[config.mk]
export PLATFORM = sky130hd
export DESIGN_NAME = cipher_arbiter
export DESIGN_NICKNAME = d
export VERILOG_FILES = /design/src/rtl/cipher_arbiter.sv
export SDC_FILE = /design/constraint.sdc
export NUM_CORES = 1
export LEC_CHECK = 0
export BUFFER_PORTS_ARGS = -buffer_cell sky130_fd_sc_hd__buf_2
export CAP_MARGIN = 30
export CORE_ASPECT_RATIO = 1.4
export CORE_MARGIN = 2
export CORE_UTILIZATION = 30
export CTS_CLUSTER_DIAMETER = 150
export DETAILED_ROUTE_END_ITERATION = 10
export PLACE_DENSITY = 0.62
export SLEW_MARGIN = 15
export SYNTH_ARGS = -nofsm -noshare
export SYNTH_HDL_FRONTEND = slang
export SYNTH_SLANG_ARGS = --single-unit
export TNS_END_PERCENT = 10
[constraint.sdc]
create_clock -name CK -period 2.2 [get_ports CK]
set_input_delay 0.11 -clock CK [delete_from_list [all_inputs] [get_ports CK]]
set_output_delay 0.11 -clock CK [all_outputs]
set_load 0.02 [all_outputs]
[src/rtl/cipher_arbiter.sv]
// ---------------------------------------------------------------------------
// cipher_arbiter
//
// Two-requester front end for a single cipher core. Requests are sampled only
// while idle; a round-robin pointer breaks ties. The granted plaintext block
// is registered onto core_din, the core is kicked with a one-cycle start
// pulse, and the core result is registered onto the shared dout bus when the
// core signals completion.
//
// Ports
//   CK          clock, rising edge
//   RN          asynchronous active-low reset
//   req0/req1   level requests
//   din0/din1   plaintext blocks, valid while the matching req is high
//   ack0/ack1   one-cycle pulse: block taken (START cycle)
//   done0/done1 one-cycle pulse: dout holds this requester's result
//   dout        registered result block
//   busy        high whenever not idle
//   core_start  one-cycle start pulse to the core
//   core_din    registered block presented to the core
//   core_ready  one-cycle completion pulse from the core
//   core_dout   core result, valid with core_ready
// ---------------------------------------------------------------------------
module cipher_arbiter #(
  parameter int unsigned N = 64
) (
  input  logic         CK,
  input  logic         RN,
  input  logic         req0,
  input  logic         req1,
  input  logic [N-1:0] din0,
  input  logic [N-1:0] din1,
  output logic         ack0,
  output logic         ack1,
  output logic         done0,
  output logic         done1,
  output logic [N-1:0] dout,
  output logic         busy,
  output logic         core_start,
  output logic [N-1:0] core_din,
  input  logic         core_ready,
  input  logic [N-1:0] core_dout
);

  typedef enum logic [1:0] {
    IDLE  = 2'd0,
    START = 2'd1,
    RUN   = 2'd2,
    DONE  = 2'd3
  } state_e;

  state_e       state_q, state_d;
  logic         grant_q, grant_d;   // requester currently being served
  logic         last_q, last_d;     // requester served most recently
  logic [N-1:0] core_din_q, core_din_d;
  logic [N-1:0] dout_q, dout_d;

  logic         any_req;
  logic         pick;

  // Arbitration: on a tie the requester not served last wins; a lone
  // request wins regardless of the pointer.
  always_comb begin
    any_req = req0 | req1;
    pick    = (req0 & req1) ? ~last_q : req1;
  end

  // Next-state and datapath updates. core_ready is only looked at in RUN,
  // so stray completion pulses elsewhere leave state and dout untouched.
  always_comb begin
    state_d    = state_q;
    grant_d    = grant_q;
    last_d     = last_q;
    core_din_d = core_din_q;
    dout_d     = dout_q;
    unique case (state_q)
      IDLE: begin
        if (any_req) begin
          state_d    = START;
          grant_d    = pick;
          last_d     = pick;
          core_din_d = pick ? din1 : din0;
        end
      end
      START: begin
        state_d = RUN;
      end
      RUN: begin
        if (core_ready) begin
          dout_d  = core_dout;
          state_d = DONE;
        end
      end
      DONE: begin
        state_d = IDLE;
      end
    endcase
  end

  // Pointer resets to 1 so that requester 0 wins the first tie.
  always_ff @(posedge CK or negedge RN) begin
    if (!RN) begin
      state_q    <= IDLE;
      grant_q    <= 1'b0;
      last_q     <= 1'b1;
      core_din_q <= '0;
      dout_q     <= '0;
    end else begin
      state_q    <= state_d;
      grant_q    <= grant_d;
      last_q     <= last_d;
      core_din_q <= core_din_d;
      dout_q     <= dout_d;
    end
  end

  // All handshake outputs decode registered state only.
  always_comb begin
    busy       = (state_q != IDLE);
    core_start = (state_q == START);
    ack0       = (state_q == START) & ~grant_q;
    ack1       = (state_q == START) &  grant_q;
    done0      = (state_q == DONE)  & ~grant_q;
    done1      = (state_q == DONE)  &  grant_q;
    dout       = dout_q;
    core_din   = core_din_q;
  end

endmodule

-- Yosys cells after proc, flatten, opt, wreduce, memory -nomap -nowiden
Cells that the tools add are included.
- bitwise gates (word level): 8
- muxes and demuxes: 5
- equality and inequality tests: 5
- reductions and logical operators: 5
- operator list (kind ; number):
    64-bit two-way mux ; 1
    2-bit case mux with 4 select lines ; 1
    2-bit AND reduction ; 3
    1-bit AND ; 5
    2-bit equality test, second input constant ; 2
    2-bit two-way mux ; 2
    2-bit != test, second input constant ; 2
    2-bit by 1-bit equality test with 1-bit output, second input constant ; 1
    2-bit zero test ; 1
    1-bit inverter ; 2
    2-bit nonzero test ; 1
    1-bit two-way mux ; 1
    1-bit OR ; 1
- word-level logic and storage cells: 28
- bits in registers: 132
- input bits: 197

-- Longest topological paths before layout
- word-level depth: 3
- depth in mapped cells: 7
- mapped depth without buffers: 5

-- Worst setup path before layout
OpenSTA, ideal clock, no wires.
- path type: register to register
- from: reg state_q[0]
- to: reg dout_q[10], in the netlist dout[10]
- cell stages (with the launch flop): 6
- setup time: 125 ps
- path buffers: 1
- path slack: 632 ps
- arrival: 1443 ps
- period minus slack after synthesis: 1568 ps
- cell sequence: dfrtp_1 -> inv_1 -> ha_1 -> nand2_1 -> buf_2 -> mux2_2
- longest elaborated chain between the ends: 2
- ends and longest elaborated chain (element ; RTL line ; text):
    from (decl) ; 52 ; state_e state_q, state_d;
    from (signal assigned) ; 109 ; state_q <= state_d;
    2-bit equality test ; 76 ; unique case (state_q)
    2-bit AND reduction (no source line) ; n/a ;
    to (signal assigned) ; 113 ; dout_q <= dout_d;
    to (decl) ; 56 ; logic [N-1:0] dout_q, dout_d;
Every way passes these cells.
A chain may end at the register's enable or synchronous reset.

-- Worst setup path after layout
- from: reg state_q[0]
- to: reg core_din_q[48], in the netlist core_din[48]
- longest elaborated chain between the ends: 2
- ends and longest elaborated chain (element ; RTL line ; text):
    2-bit zero test ; 76 ;
    2-bit AND reduction (no source line) ; n/a ;
    to (signal assigned) ; 112 ; core_din_q <= core_din_d;
    to (decl) ; 55 ; logic [N-1:0] core_din_q, core_din_d;
Every way passes these cells.

==> flow_summary.yaml <==
setup_path:
  required_time_of_the_critical_path_ns: 2.54
  cp_slowest_cell: "sky130_fd_sc_hd__dlygate4sd3_1"
  r2r_cells: 7
  timing.critical_path.max_delay_family: "buffers and inverters"
  critPathCapture: "core_din[48]$_DFFE_PN0P_"
  r2r_start: "state_q[0]$_DFFE_PN0P_"
  worst-r2r-setup-slack_ns: 0.13
  critical_path.startpoint: "state_q[0]$_DFFE_PN0P_"
  total_stage_count_of_the_critical_path: 7
  critical_path.max_fanout: 27
  cp-end-kind: "flop"
  critical-path-max-stage-delay_ns: 0.56
  critPathBufInv: 3
  critical_path_arrival_ns: 2.42
  worstPathCellList: "inv_1 -> ha_4 -> o21a_2 -> buf_12 -> nor2_1 -> a21oi_1 -> dlygate4sd3_1"
  critical_path_class: "flop to flop"
  reg2reg_to: "core_din[48]$_DFFE_PN0P_"
  timing.critical_path.from_type: "flop"
layout:
  final_cell_mix: "329 x sky130_fd_sc_hd__buf_2, 190 x sky130_fd_sc_hd__dlygate4sd3_1, 131 x sky130_fd_sc_hd__dfrtp_1"
  area_growth_syn_to_layout_pct: 82.0
  leading_cell_type_in_the_layout_fill_and_taps_excluded: "sky130_fd_sc_hd__buf_2"
  stdcell_count: 1292
  fraction_of_layout_cells_with_a_size_suffix_above_1_pct: 43.3
  fin_nets: 1240
synth:
  synthCells: 512
  seq_area_frac_synth_pct: 59.5
  ys_ff_latch: 132
  synth.avg_cell_area_um2: 10.8
  distinct_cell_type_count_of_the_synthesized_netlist: 21
  synth_area_mm2: 0.00555
  syn_nets: 714
  ys_warns: 0
cts:
  cts.sinks: 132
  cts_root_buffer: "sky130_fd_sc_hd__clkbuf_16"
  clkTransAtPathRegs_ns: 0.06
  clock_tree_from_tritoncts: "yes"
  cts-buffers-inserted: 17
  cts.htree.levels: 4
  clk_path_buf_depth: 2
  postCtsSetupBuffers: 0
  clock_insertion_delay_worst_skew_ns: 0.41
timing:
  finalCriticalPeriod_ns: 2.07
  tightest_slew_ns: 0.975
  hold-worst-slack_ns: 0.0214
  final-max-slew-violation-count: 0
  hold_violations: 0
  setup_violations: 0
  finClkSkew_ns: 0.00836
  max_freq_mhz: 482
  relative_max_transition_margin_pct: 34.6
  final_cycle_utilization_of_the_critical_path_pct: 94.3
  rsz0062_at_grt: "false"
  tns_ns: 0
routing:
  postRouteWirelength_um: 21200
  route.detailed.drc: 0
  routed_wire_length_per_instance_um: 16.4
  viasPerCell: 4.70
  drt_first_iter_violations: 302
  first_pass_iters: 4
  via_total_after_detailed_routing: 6073
  ant_nets: 0
power_and_ir_drop:
  power.combinational.fraction_pct: 48.3
  clkPwrFrac_pct: 20.3
  p_sw_share_pct: 40.8
  switchingPower_w: 0.00566
  intPower_w: 0.00821
  p_leak_nw: 4.90
  p_per_area_mw_per_mm2: 1370
  total_power_w: 0.0139
  power_frac_seq_pct: 31.4
  max-vdd-ir-drop_mv: 0.569
floorplan:
  io_pins: 331
  die_h_um: 165
  die_wd_um: 119
  fp.dieArea_mm2: 0.0196
  initial_util_pct: 30.7
  floorplan.rows: 58
  design.core.area_mm2: 0.0181
hold_path:
  min-delay-path-class: "input pin to flop"
grt:
  grt-ovfl-total: 0
  number_of_antenna_violations_at_the_first_check_in_global_routing: 1
  groute.usage.overall_pct: 20.2
  first_pass_grt_wire_length_um: 31200
  grt_start_max_net_pins: 54
  first_global_vias: 6276
placement:
  io_buffers: 330
  gp_congestion: 0.855
  detailedPlacementHpwl_um: 12500
  placed_cells_incl_taps: 1066
flow_run:
  drv_cap: 0
status:
  outcome: "completed"
[cells by family (layout without fill, tap and decap cells)]
logic type / count (synthesis) / count (layout) / synth area share [%]
compound gates: 137 / 139 / 12.7
simple gates: 135 / 135 / 9.38
flops: 132 / 132 / 59.5
mux: 65 / 65 / 13.2
buf+inv: 38 / 575 / 4.06
fa+ha+maj: 5 / 5 / 1.13
other cells: 0 / 1 / 0
[cell usage after synthesis]
cell type	instances	share of area, %
sky130_fd_sc_hd__ha_1	5	1.1
sky130_fd_sc_hd__and2_1	2	0.23
sky130_fd_sc_hd__clkbuf_1	2	0.14
sky130_fd_sc_hd__nor2_1	64	4.3
sky130_fd_sc_hd__inv_1	4	0.27
sky130_fd_sc_hd__nor2b_1	2	0.23
sky130_fd_sc_hd__nor3b_1	1	0.14
sky130_fd_sc_hd__dfrtp_1	131	59
sky130_fd_sc_hd__o21ai_1	2	0.18
sky130_fd_sc_hd__a21bo_2	1	0.18
sky130_fd_sc_hd__o21a_1	1	0.14
sky130_fd_sc_hd__a31oi_1	1	0.11
sky130_fd_sc_hd__a21oi_1	130	12
sky130_fd_sc_hd__mux2_2	65	13
sky130_fd_sc_hd__nand2_1	66	4.5
sky130_fd_sc_hd__o32a_1	1	0.18
sky130_fd_sc_hd__dfstp_2	1	0.47
sky130_fd_sc_hd__buf_4	12	1.6
sky130_fd_sc_hd__buf_6	2	0.41
sky130_fd_sc_hd__buf_2	18	1.6
sky130_fd_sc_hd__a21boi_2	1	0.20
[per-stage QoR]
step | util [%] | setup slack (ns) | area [µm²]
final | 55.9 | 0.126 | 10100
after global routing | 55.9 | 0.0123 | 10100
after CTS | 55.5 | 0.0240 | 10000
after detailed placement | 41.7 | 0.180 | 7540
after global placement | 41.7 | 0.215 | 7540
after floorplan | - | 0.632 | 5550
[repair_timing]
item	in CTS	in global routing
gates resized for setup	0	3
hold endpoints to repair	172	0
setup endpoints to repair	0	14
hold buffers	190	0
[per-layer routing]
metal	wire length, µm	GRT usage (%)
met1	7930	21.8
met2	10800	35.8
met3	1470	5.49
met4	980	11.0
met5	0	0
[area by class of cell]
cell class / instances / area, µm²
Inverter: 4 / 15.0
Tap cell: 240 / 300
Sequential cell: 132 / 3300
Multi-Input combinational cell: 344 / 2080
Timing Repair Buffer: 539 / 3810
Clock buffer: 18 / 439
Fill cell: 1486 / 7970
Antenna cell: 1 / 2.50
Clock inverter: 14 / 151
[state kept, by name, summed over array words and instances, names as in the netlist]
| register | cells |
|---|---|
| core_din | 64 |
| dout | 64 |
| state_q | 2 |
| grant_q | 1 |
| last_q | 1 |
[worst reg2reg max path, delay by kind of cell, from the launching register on]
kind,cells,cell delay [ns]
AOI/OAI and AO/OA,2,0.37
adders and majority gates,1,0.22
buffers and inverters,3,0.94
DFF,1,0.41
and+or+nand+nor,1,0.07
[worst min-delay path by stage]
stage | start | end | slack [ns] | depth (start not counted)
2_1_floorplan | RN | core_din[0]$_DFFE_PN0P_ | -0.19 | 0
3_3_place_gp | RN | dout[19]$_DFFE_PN0P_ | 0.07 | 1
3_5_place_dp | RN | dout[19]$_DFFE_PN0P_ | 0.06 | 1
4_1_cts | din1[19] | core_din[19]$_DFFE_PN0P_ | 0.002 | 3
5_1_grt | din1[19] | core_din[19]$_DFFE_PN0P_ | 0.04 | 3
6_report | din1[19] | core_din[19]$_DFFE_PN0P_ | 0.02 | 3
[power by group through the flow]
stage               Clock [W]  Sequential [W]  Combinational [W]
floorplan                   0         0.00581            0.00232
global placement            0         0.00430            0.00596
detailed placement          0         0.00433            0.00603
CTS                   0.00292         0.00431            0.00653
global route          0.00302         0.00449            0.00721
finish                0.00282         0.00435            0.00670
(Power assumes the default switching activity.)
